[src/rtl/mbist_march_ctrl_if.sv]
// Bus bundle between the March C- controller, its external address counter,
// the memory under test and the status consumer.
// master: controller side. slave: environment side (counter, memory, host).
interface mbist_march_ctrl_if #(
  parameter int unsigned ADDR_W = 10,
  parameter int unsigned DATA_W = 8
);
  logic              start;
  logic [ADDR_W-1:0] cnt_q;
  logic [ADDR_W-1:0] cnt_d_in;
  logic              cnt_ld;
  logic              cnt_u_d;
  logic              cnt_cen;
  logic              mem_en;
  logic              mem_we;
  logic [ADDR_W-1:0] mem_addr;
  logic [DATA_W-1:0] mem_wdata;
  logic [DATA_W-1:0] mem_rdata;
  logic              busy;
  logic              done;
  logic              fail;
  logic [ADDR_W-1:0] fail_addr;
  logic [2:0]        fail_elem;

  modport master (
    input  start, cnt_q, mem_rdata,
    output cnt_d_in, cnt_ld, cnt_u_d, cnt_cen, mem_en, mem_we, mem_addr, mem_wdata,
    output busy, done, fail, fail_addr, fail_elem
  );

  modport slave (
    output start, cnt_q, mem_rdata,
    input  cnt_d_in, cnt_ld, cnt_u_d, cnt_cen, mem_en, mem_we, mem_addr, mem_wdata,
    input  busy, done, fail, fail_addr, fail_elem
  );
endinterface

[src/rtl/mbist_march_ctrl.sv]
// March C- sequencer: steers an external up/down address counter, issues
// read/write strobes with all-0/all-1 backgrounds, compares read data one cycle
// later and latches the address/element of the first miscompare.
// Optional: define MBIST_FAIL_STOP_EN to abort the run at the first miscompare.
module mbist_march_ctrl #(
  parameter int unsigned ADDR_W = 10,
  parameter int unsigned DATA_W = 8
) (
  input logic                clk,
  input logic                rst,
  mbist_march_ctrl_if.master bus
);
  localparam logic [2:0] StIdle  = 3'd0;
  localparam logic [2:0] StLoad  = 3'd1;
  localparam logic [2:0] StOp1   = 3'd2;
  localparam logic [2:0] StOp2   = 3'd3;
  localparam logic [2:0] StDrain = 3'd4;
  localparam logic [2:0] StDone  = 3'd5;

  localparam logic [ADDR_W-1:0] AddrMax = '1;
  localparam logic [2:0]        LastElem = 3'd5;

  logic [2:0]        state_q, state_d;
  logic [2:0]        elem_q, elem_d;
  logic              fail_q, fail_d;
  logic [ADDR_W-1:0] fail_addr_q, fail_addr_d;
  logic [2:0]        fail_elem_q, fail_elem_d;
  logic              cmp_vld_q, cmp_vld_d;
  logic [DATA_W-1:0] cmp_exp_q, cmp_exp_d;
  logic [ADDR_W-1:0] cmp_addr_q, cmp_addr_d;
  logic [2:0]        cmp_elem_q, cmp_elem_d;

  logic              dir_up, single_op, rd_bit, wr2_bit, at_end, adv, mismatch;
  logic [ADDR_W-1:0] start_addr, end_addr;
  logic              cnt_cen, cnt_ld, cnt_u_d, mem_en, mem_we;
  logic [ADDR_W-1:0] cnt_d_in;
  logic [DATA_W-1:0] mem_wdata;

  // Per-element attributes: direction, op count, expected read and second-op write value
  always_comb begin
    dir_up     = (elem_q != 3'd3) && (elem_q != 3'd4);
    single_op  = (elem_q == 3'd0) || (elem_q == LastElem);
    rd_bit     = (elem_q == 3'd2) || (elem_q == 3'd4);
    wr2_bit    = (elem_q == 3'd1) || (elem_q == 3'd3);
    start_addr = dir_up ? '0 : AddrMax;
    end_addr   = dir_up ? AddrMax : '0;
    at_end     = (bus.cnt_q == end_addr);
  end

  assign mismatch = cmp_vld_q && (bus.mem_rdata != cmp_exp_q);

  // Sequencing plus combinational counter/memory decode
  always_comb begin
    state_d   = state_q;
    elem_d    = elem_q;
    cnt_cen   = 1'b0;
    cnt_ld    = 1'b0;
    cnt_u_d   = 1'b0;
    cnt_d_in  = '0;
    mem_en    = 1'b0;
    mem_we    = 1'b0;
    mem_wdata = '0;
    adv       = 1'b0;
    case (state_q)
      StIdle: begin
        if (bus.start) begin
          state_d = StLoad;
          elem_d  = '0;
        end
      end
      StLoad: begin
        cnt_cen  = 1'b1;
        cnt_ld   = 1'b1;
        cnt_d_in = start_addr;
        state_d  = StOp1;
      end
      StOp1: begin
        mem_en = 1'b1;
        mem_we = (elem_q == 3'd0);  // E0 writes 0, every other first op is a read
        if (single_op) adv = 1'b1;
        else           state_d = StOp2;
      end
      StOp2: begin
        mem_en    = 1'b1;
        mem_we    = 1'b1;
        mem_wdata = {DATA_W{wr2_bit}};
        adv       = 1'b1;
      end
      StDrain: state_d = StDone;
      StDone:  state_d = StIdle;
      default: state_d = StIdle;
    endcase
    // Last address of an element goes back through LOAD so the counter never wraps
    if (adv) begin
      if (!at_end) begin
        cnt_cen = 1'b1;
        cnt_u_d = dir_up;
        state_d = StOp1;
      end else if (elem_q == LastElem) begin
        state_d = StDrain;
      end else begin
        elem_d  = elem_q + 3'd1;
        state_d = StLoad;
      end
    end
`ifdef MBIST_FAIL_STOP_EN
    if (mismatch && !fail_q) state_d = StDone;
`endif
  end

  // Read-compare pipeline and sticky first-failure capture
  always_comb begin
    cmp_vld_d   = mem_en && !mem_we;
    cmp_exp_d   = {DATA_W{rd_bit}};
    cmp_addr_d  = bus.cnt_q;
    cmp_elem_d  = elem_q;
    fail_d      = fail_q;
    fail_addr_d = fail_addr_q;
    fail_elem_d = fail_elem_q;
    if (state_q == StIdle && bus.start) begin
      fail_d      = 1'b0;
      fail_addr_d = '0;
      fail_elem_d = '0;
    end else if (mismatch && !fail_q) begin
      fail_d      = 1'b1;
      fail_addr_d = cmp_addr_q;
      fail_elem_d = cmp_elem_q;
`ifdef MBIST_FAIL_STOP_EN
      cmp_vld_d   = 1'b0;
`endif
    end
  end

  // State registers with synchronous reset
  always_ff @(posedge clk) begin
    if (rst) begin
      state_q     <= StIdle;
      elem_q      <= '0;
      fail_q      <= 1'b0;
      fail_addr_q <= '0;
      fail_elem_q <= '0;
      cmp_vld_q   <= 1'b0;
      cmp_exp_q   <= '0;
      cmp_addr_q  <= '0;
      cmp_elem_q  <= '0;
    end else begin
      state_q     <= state_d;
      elem_q      <= elem_d;
      fail_q      <= fail_d;
      fail_addr_q <= fail_addr_d;
      fail_elem_q <= fail_elem_d;
      cmp_vld_q   <= cmp_vld_d;
      cmp_exp_q   <= cmp_exp_d;
      cmp_addr_q  <= cmp_addr_d;
      cmp_elem_q  <= cmp_elem_d;
    end
  end

  assign bus.cnt_cen   = cnt_cen;
  assign bus.cnt_ld    = cnt_ld;
  assign bus.cnt_u_d   = cnt_u_d;
  assign bus.cnt_d_in  = cnt_d_in;
  assign bus.mem_en    = mem_en;
  assign bus.mem_we    = mem_we;
  assign bus.mem_addr  = bus.cnt_q;
  assign bus.mem_wdata = mem_wdata;
  assign bus.busy      = (state_q == StLoad) || (state_q == StOp1) || (state_q == StOp2) ||
                         (state_q == StDrain);
  assign bus.done      = (state_q == StDone);
  assign bus.fail      = fail_q;
  assign bus.fail_addr = fail_addr_q;
  assign bus.fail_elem = fail_elem_q;
endmodule

[src/flat_wrapper.sv]
// flat-port wrapper written by rule: the top's interface ports become plain ports
module mbist_march_ctrl_flat 
#(
  parameter int unsigned ADDR_W = 10,
  parameter int unsigned DATA_W = 8
)
  (clk, rst, bus_start, bus_cnt_q, bus_mem_rdata, bus_cnt_d_in, bus_cnt_ld, bus_cnt_u_d, bus_cnt_cen, bus_mem_en, bus_mem_we, bus_mem_addr, bus_mem_wdata, bus_busy, bus_done, bus_fail, bus_fail_addr, bus_fail_elem);
  mbist_march_ctrl_if #(.ADDR_W(ADDR_W), .DATA_W(DATA_W)) bus_i ();
  input logic clk;
  input logic rst;
  input wire logic [$bits(bus_i.start)-1:0] bus_start;
  input wire logic [$bits(bus_i.cnt_q)-1:0] bus_cnt_q;
  input wire logic [$bits(bus_i.mem_rdata)-1:0] bus_mem_rdata;
  output wire logic [$bits(bus_i.cnt_d_in)-1:0] bus_cnt_d_in;
  output wire logic [$bits(bus_i.cnt_ld)-1:0] bus_cnt_ld;
  output wire logic [$bits(bus_i.cnt_u_d)-1:0] bus_cnt_u_d;
  output wire logic [$bits(bus_i.cnt_cen)-1:0] bus_cnt_cen;
  output wire logic [$bits(bus_i.mem_en)-1:0] bus_mem_en;
  output wire logic [$bits(bus_i.mem_we)-1:0] bus_mem_we;
  output wire logic [$bits(bus_i.mem_addr)-1:0] bus_mem_addr;
  output wire logic [$bits(bus_i.mem_wdata)-1:0] bus_mem_wdata;
  output wire logic [$bits(bus_i.busy)-1:0] bus_busy;
  output wire logic [$bits(bus_i.done)-1:0] bus_done;
  output wire logic [$bits(bus_i.fail)-1:0] bus_fail;
  output wire logic [$bits(bus_i.fail_addr)-1:0] bus_fail_addr;
  output wire logic [$bits(bus_i.fail_elem)-1:0] bus_fail_elem;
  assign bus_i.start = bus_start;
  assign bus_i.cnt_q = bus_cnt_q;
  assign bus_i.mem_rdata = bus_mem_rdata;
  assign bus_cnt_d_in = bus_i.cnt_d_in;
  assign bus_cnt_ld = bus_i.cnt_ld;
  assign bus_cnt_u_d = bus_i.cnt_u_d;
  assign bus_cnt_cen = bus_i.cnt_cen;
  assign bus_mem_en = bus_i.mem_en;
  assign bus_mem_we = bus_i.mem_we;
  assign bus_mem_addr = bus_i.mem_addr;
  assign bus_mem_wdata = bus_i.mem_wdata;
  assign bus_busy = bus_i.busy;
  assign bus_done = bus_i.done;
  assign bus_fail = bus_i.fail;
  assign bus_fail_addr = bus_i.fail_addr;
  assign bus_fail_elem = bus_i.fail_elem;
  mbist_march_ctrl #(.ADDR_W(ADDR_W), .DATA_W(DATA_W)) u_core (.clk(clk), .rst(rst), .bus(bus_i));
endmodule
[config.mk]
export PLATFORM = sky130hd
export DESIGN_NAME = mbist_march_ctrl_flat
export DESIGN_NICKNAME = d
export VERILOG_FILES = /design/src/rtl/mbist_march_ctrl_if.sv /design/src/rtl/mbist_march_ctrl.sv /design/src/flat_wrapper.sv
export SDC_FILE = /design/constraint.sdc
export NUM_CORES = 1
export LEC_CHECK = 0
export ABC_AREA = 0
export CELL_PAD_IN_SITES_DETAIL_PLACEMENT = 0
export CELL_PAD_IN_SITES_GLOBAL_PLACEMENT = 1
export CORE_ASPECT_RATIO = 2
export CORE_MARGIN = 2
export CORE_UTILIZATION = 30
export DETAILED_ROUTE_END_ITERATION = 6
export PLACE_DENSITY_LB_ADDON = 0.1
export SLEW_MARGIN = 20
export SYNTH_ARGS = -nofsm -noshare
export SYNTH_HDL_FRONTEND = slang
export SYNTH_SLANG_ARGS = --single-unit
[constraint.sdc]
create_clock -name clk -period 3.6 [get_ports clk]
set_clock_uncertainty 0.05 [all_clocks]
set_input_delay 0.36 -clock clk [delete_from_list [all_inputs] [get_ports clk]]
set_output_delay 0.36 -clock clk [all_outputs]
set_load 0.05 [all_outputs]
# Word-level counts from Yosys, hierarchy flattened
# Index checks and enable logic that the tools add are counted.
[word_totals] memories=0 word_cells=69 input_bits=21 reg_bits=35 latchBits=0 mem_bits_rw=0 rom_bits=0
[op_classes] n_eq_ne=17 n_reduce_logical=18 mux=24 shifts=0 n_addsub=1 multipliers=0 n_lt_le_gt_ge=0 div=0 bitwise=0
[ops] cell="$mux 10" n=3
[ops] cell="$mux 3" n=10
[ops] cell="$pmux 3 s5" n=1
[ops] cell="$eq 3x2->1 const B" n=4
[ops] cell="$eq 3x3->1 const B" n=4
[ops] cell="$eq 10x10->1" n=1
[ops] cell="$mux 8" n=1
[ops] cell="$ne 8x8->1" n=1
[ops] cell="$mux 1" n=7
[ops] cell="$eq 3x1->1 const B" n=2
[ops] cell="$logic_not 3->1" n=2
[ops] cell="$logic_or 1x1->1" n=6
[ops] cell="$ne 3x2->1 const B" n=2
[ops] cell="$ne 3x3->1 const B" n=2
[ops] cell="$logic_and 1x1->1" n=5
[ops] cell="$pmux 1 s2" n=2
[ops] cell="$reduce_or 2->1" n=2
[ops] cell="$add 3x1->3 const B" n=1
[ops] cell="$reduce_and 3->1" n=1
[ops] cell="$logic_not 1->1" n=2
[ops] cell="$ne 2x1->1 const B" n=1

# Longest topological paths before layout
[depth] ltp_word=6 ltp_mapped=7 ltp_nobuf=7

# Least setup slack after synthesis
# Ideal clock, no wire load.
[synth_path] path_type="reg-to-output" from="reg u_core.state_q[0]" to="out bus_cnt_d_in[1]" t_arrival_ps=2635 path_buffers=2 slack_ps=555 stages_incl_launch_ff=6 path_cell_list="dfxtp_1 -> clkbuf_1 -> inv_1 -> nor3_1 -> and2_2 -> buf_4"
[synth_between] elab_chain_len=2
[synth_lines] item="from (decl)" line="mbist_march_ctrl.sv:23" rtl="logic [2:0] state_q, state_d;"
[synth_lines] item="from (signal assigned)" line="mbist_march_ctrl.sv:137" rtl="state_q <= StIdle;"
[synth_lines] item="from (signal assigned)" line="mbist_march_ctrl.sv:147" rtl="state_q <= state_d;"
[synth_lines] item="$eq 3x1->1" line="mbist_march_ctrl.sv:64" rtl="case (state_q)"
[synth_lines] item="$mux 10" line="mbist_march_ctrl.sv:64"
[synth_lines] item="to (decl)" line="flat_wrapper.sv:14" rtl="output wire logic [$bits(bus_i.cnt_d_in)-1:0] bus_cnt_d_in;"
# Every way passes these cells.

# Worst setup path after layout
[layout_path] from="reg u_core.elem_q[0], in the netlist u_core.cmp_elem_d[0]" to="out bus_cnt_cen"
[layout_between] elab_chain_len=6 elab_cells_between_ends=12 classes_between="4 x eq/ne; 5 x mux; 3 x reduce/logical"
[layout_lines] item="from (decl)" line="mbist_march_ctrl.sv:24" rtl="logic [2:0] elem_q, elem_d;"
[layout_lines] item="from (signal assigned)" line="mbist_march_ctrl.sv:148" rtl="elem_q <= elem_d;"
[layout_lines] item="$ne 3x2->1 or $ne 3x3->1 (tied branches)" line="mbist_march_ctrl.sv:41" rtl="dir_up = (elem_q != 3'd3) && (elem_q != 3'd4);"
[layout_lines] item="$logic_and 1x1->1" line="mbist_march_ctrl.sv:41"
[layout_lines] item="$mux 10" line="mbist_march_ctrl.sv:46" rtl="end_addr = dir_up ? AddrMax : '0;"
[layout_lines] item="$eq 10x10->1" line="mbist_march_ctrl.sv:47" rtl="at_end = (bus.cnt_q == end_addr);"
[layout_lines] item="$mux 1" line="mbist_march_ctrl.sv:95" rtl="if (!at_end) begin"
[layout_lines] item="$mux 1 (*)" line="mbist_march_ctrl.sv:94" rtl="if (adv) begin"
[layout_lines] item="to (decl)" line="flat_wrapper.sv:17" rtl="output wire logic [$bits(bus_i.cnt_cen)-1:0] bus_cnt_cen;"
# Mark *: on every way between the ends. The rest lies on a longest branch, timed or not.

==> flow_summary.json <==
{
  "synth_top_cell_by_area": "dfxtp_1",
  "crit_buf_inv": 2,
  "timing.critical_path.to": "bus_cnt_cen",
  "reg2reg_to": "u_core.cmp_elem_d[0]",
  "post_cts_resized": 0,
  "worst_pin_slew_ns": 0.9383,
  "portBuffers": 69,
  "final_common_cell": "clkdlybuf4s50_1",
  "critPathMaxFanout": 5,
  "final_min_period_over_clock_period": 0.8821,
  "hold_path_class": "flop to flop",
  "cp_top_family": "buffers and inverters",
  "antenna_cells": 0,
  "globalplace.congestion": 0.7070,
  "grt_overflow": 0,
  "r2r-start": "u_core.cmp_elem_d[0]",
  "dieArea_sq_um": 6213,
  "yosysTopAreaCellShare": 0.4198,
  "first_iter_violations": 21,
  "antenna_found_initial": 0,
  "vdd_drop_max_mv": 0.2992,
  "vias_per_cell": 4.563,
  "ant_nets": 0,
  "seq_area_frac_synth": 0.4198,
  "start_util": 0.3079,
  "nNetsFinal": 265,
  "slew_headroom": 0.3726,
  "maxCapViolCount": 0,
  "slew_viol_final": 0,
  "yosysUniqueCellTypes": 34,
  "vias": 1369,
  "clk_latency_ns": 0.28,
  "synth_top_family_by_area": "simple AND/OR/NAND/NOR gates",
  "root_buffer": "clkbuf_8",
  "required_ns": 3.19,
  "avgSynthCellArea_sq_um": 8.473,
  "drive_above_1_share": 0.07917,
  "tns_ns": 0,
  "power_density_nw_per_um2": 393.7,
  "cp-startpoint": "u_core.cmp_elem_d[0]",
  "grt_pass1_vias": 1352,
  "synth.area.top_cells": "dfxtp_1 (42%), buf_4 (12%), nand2_1 (5.2%)",
  "drt_wl_total_um": 3910,
  "wl_per_cell_um": 13.03,
  "worst-path-stages": 7,
  "critPathCaptureType": "output port",
  "clock_path_buffers": 2,
  "critical_path.startpoint_type": "flop",
  "cts_buffers": 5,
  "timing.hold.ws_ns": 0.3862,
  "place_hpwl_um": 3023,
  "clock_sinks": 35,
  "grt_max_degree": 30,
  "synth-compound-area-share": 0.09970,
  "cts_tree": "yes",
  "area_growth_pct": 39.36,
  "synth_fa_ha_area_frac": 0.03748,
  "rsz0062_at_grt": "false",
  "cp_cell_sequence": "inv_1, ha_1, mux2_4, or4_4, nand2_1, o21bai_1, clkdlybuf4s50_1",
  "cpPeakStageDelay_ns": 0.72,
  "status": "finished, final reports clean",
  "crit_type": "flop to output port",
  "synth.area.mux_share": 0.02099,
  "synth_xor_xnor_area_share": 0.005247,
  "drc_errors": 0,
  "die_x_um": 56.75,
  "path_clk_slew_ns": 0.07,
  "pin_count": 70,
  "coreArea_sq_um": 5420,
  "reg2reg_slack_ns": 1.28,
  "postCtsSetupBuffers": 0,
  "cts-hold-fix-buffers": 0,
  "ys_warn_count": 0,
  "synthSimpleGateAreaFrac": 0.2549,
  "first_pass_iters": 4,
  "syn_nets": 223,
  "leakage_uw": 0.0008488,
  "netlist_area_sq_um": 1669,
  "setup_viol": 0,
  "die_y_um": 109.5,
  "crit_slowest_cell": "clkdlybuf4s50_1",
  "hold_viol_final": 0,
  "grt_util_all_layers": 0.1318,
  "ys_ff_latch": 35,
  "fmax_mhz": 314.9,
  "cts_htree_levels": 2,
  "netlist_instances": 197,
  "grt_pass1_wl_um": 6354,
  "worst-r2r-cell-count": 7,
  "mostFrequentLayoutCells": "clkdlybuf4s50_1 (69), dfxtp_1 (35), nand2_1 (23)",
  "std_cell_rows": 38,
  "cp.arrival_ns": 2.77,
  "fin_crit_ns": 3.175
}
## routing by layer
metal  track usage  vias up  wire length, um
met5             0        -                0
met4       0.05980        0               31
met3       0.02235        2              172
met2        0.2508       40             2164
met1        0.1375      611             1542
li1              -      716                -
## power by group
part | total, uW | switching, uW | internal (uW)
clock | 348 | 142 | 206
sequential | 403 | 7.30 | 396
combinational | 165 | 103 | 61.5
total | 916 | 252 | 663
## per-stage QoR
step	total power [uW]	area (sq um)	setup slack, ns	std cells	util
after floorplan	515.6	1669	0.5554	197	-
after global placement	579.4	2213	0.7753	292	0.4084
after detailed placement	577.6	2213	0.7344	292	0.4084
after CTS	934.2	2326	0.3988	300	0.4291
after global routing	954.4	2326	0.3307	300	0.4291
final	915.8	2326	0.4246	300	0.4291
## flip-flops by register name (all words and copies together) (netlist names), 3 cells and up
name	cells
u_core.bus.fail_elem	3
u_core.state_q	3
u_core.cmp_elem_q	3
u_core.bus.fail_addr	10
u_core.cmp_elem_d	3
u_core.cmp_addr_q	10
## worst reg2reg max path, cell delays in order, from the launching register on
cell and delay (ns):
dfxtp_1 0.43, inv_1 0.11, ha_1 0.24, mux2_4 0.29
or4_4 0.54, a21o_2 0.25, o211ai_1 0.21, o31ai_2 0.09
## Yosys cell counts (all sizes together)
cell     count
ha           5
clkbuf       8
nand2b       2
o41ai        1
nor3         5
and2         2
o2bb2ai      1
nand4        5
o31ai        4
nand3       16
mux2i        2
nor3b        1
inv          8
dfxtp       35
or4          1
buf         28
o211ai       1
mux2         1
nor2        10
nand2       23
and2b        1
a21o         1
or3          1
xnor2        1
nor4         4
o21ai       13
nor4b        1
a21oi        5
nor2b       10
o21bai       1
## how the worst min path moves through the flow
| stage | endpoint | slack [ns] | cells past startpoint | startpoint |
|---|---|---|---|---|
| finish | u_core.bus.fail_addr[2] | 0.39 | 2 | u_core.cmp_addr_q[2] |
| global route | u_core.bus.fail_addr[2] | 0.40 | 2 | u_core.cmp_addr_q[2] |
| CTS | u_core.bus.fail_addr[8] | 0.39 | 2 | u_core.cmp_addr_q[8] |
| detailed placement | u_core.bus.fail_elem[0] | 0.38 | 2 | u_core.cmp_elem_q[0] |
| global placement | u_core.bus.fail_addr[9] | 0.37 | 2 | u_core.cmp_addr_q[9] |
| floorplan | u_core.bus.fail_addr[0] | 0.37 | 2 | u_core.cmp_addr_q[0] |
## layout make-up
cell class	instances	area, sq um
clock buffers	5	68.82
repair buffers	71	705.7
well taps	60	75.07
multi-input cells	118	701.9
fillers	568	3094
clock inverters	3	43.79
inverters	8	30.03
flip-flops and latches	35	700.7
## logic make-up (layout without fill, tap and decap cells)
kind of cell               after synthesis  count (layout)
and+or+nand+nor                         82              82
buffers and inverters                   44              87
DFF                                     35              35
AOI/OAI and AO/OA                       27              27
adders and majority gates                5               5
muxes                                    3               3
xor gates and xnor gates                 1               1
Note: power is estimated with default switching activity, not from simulation.
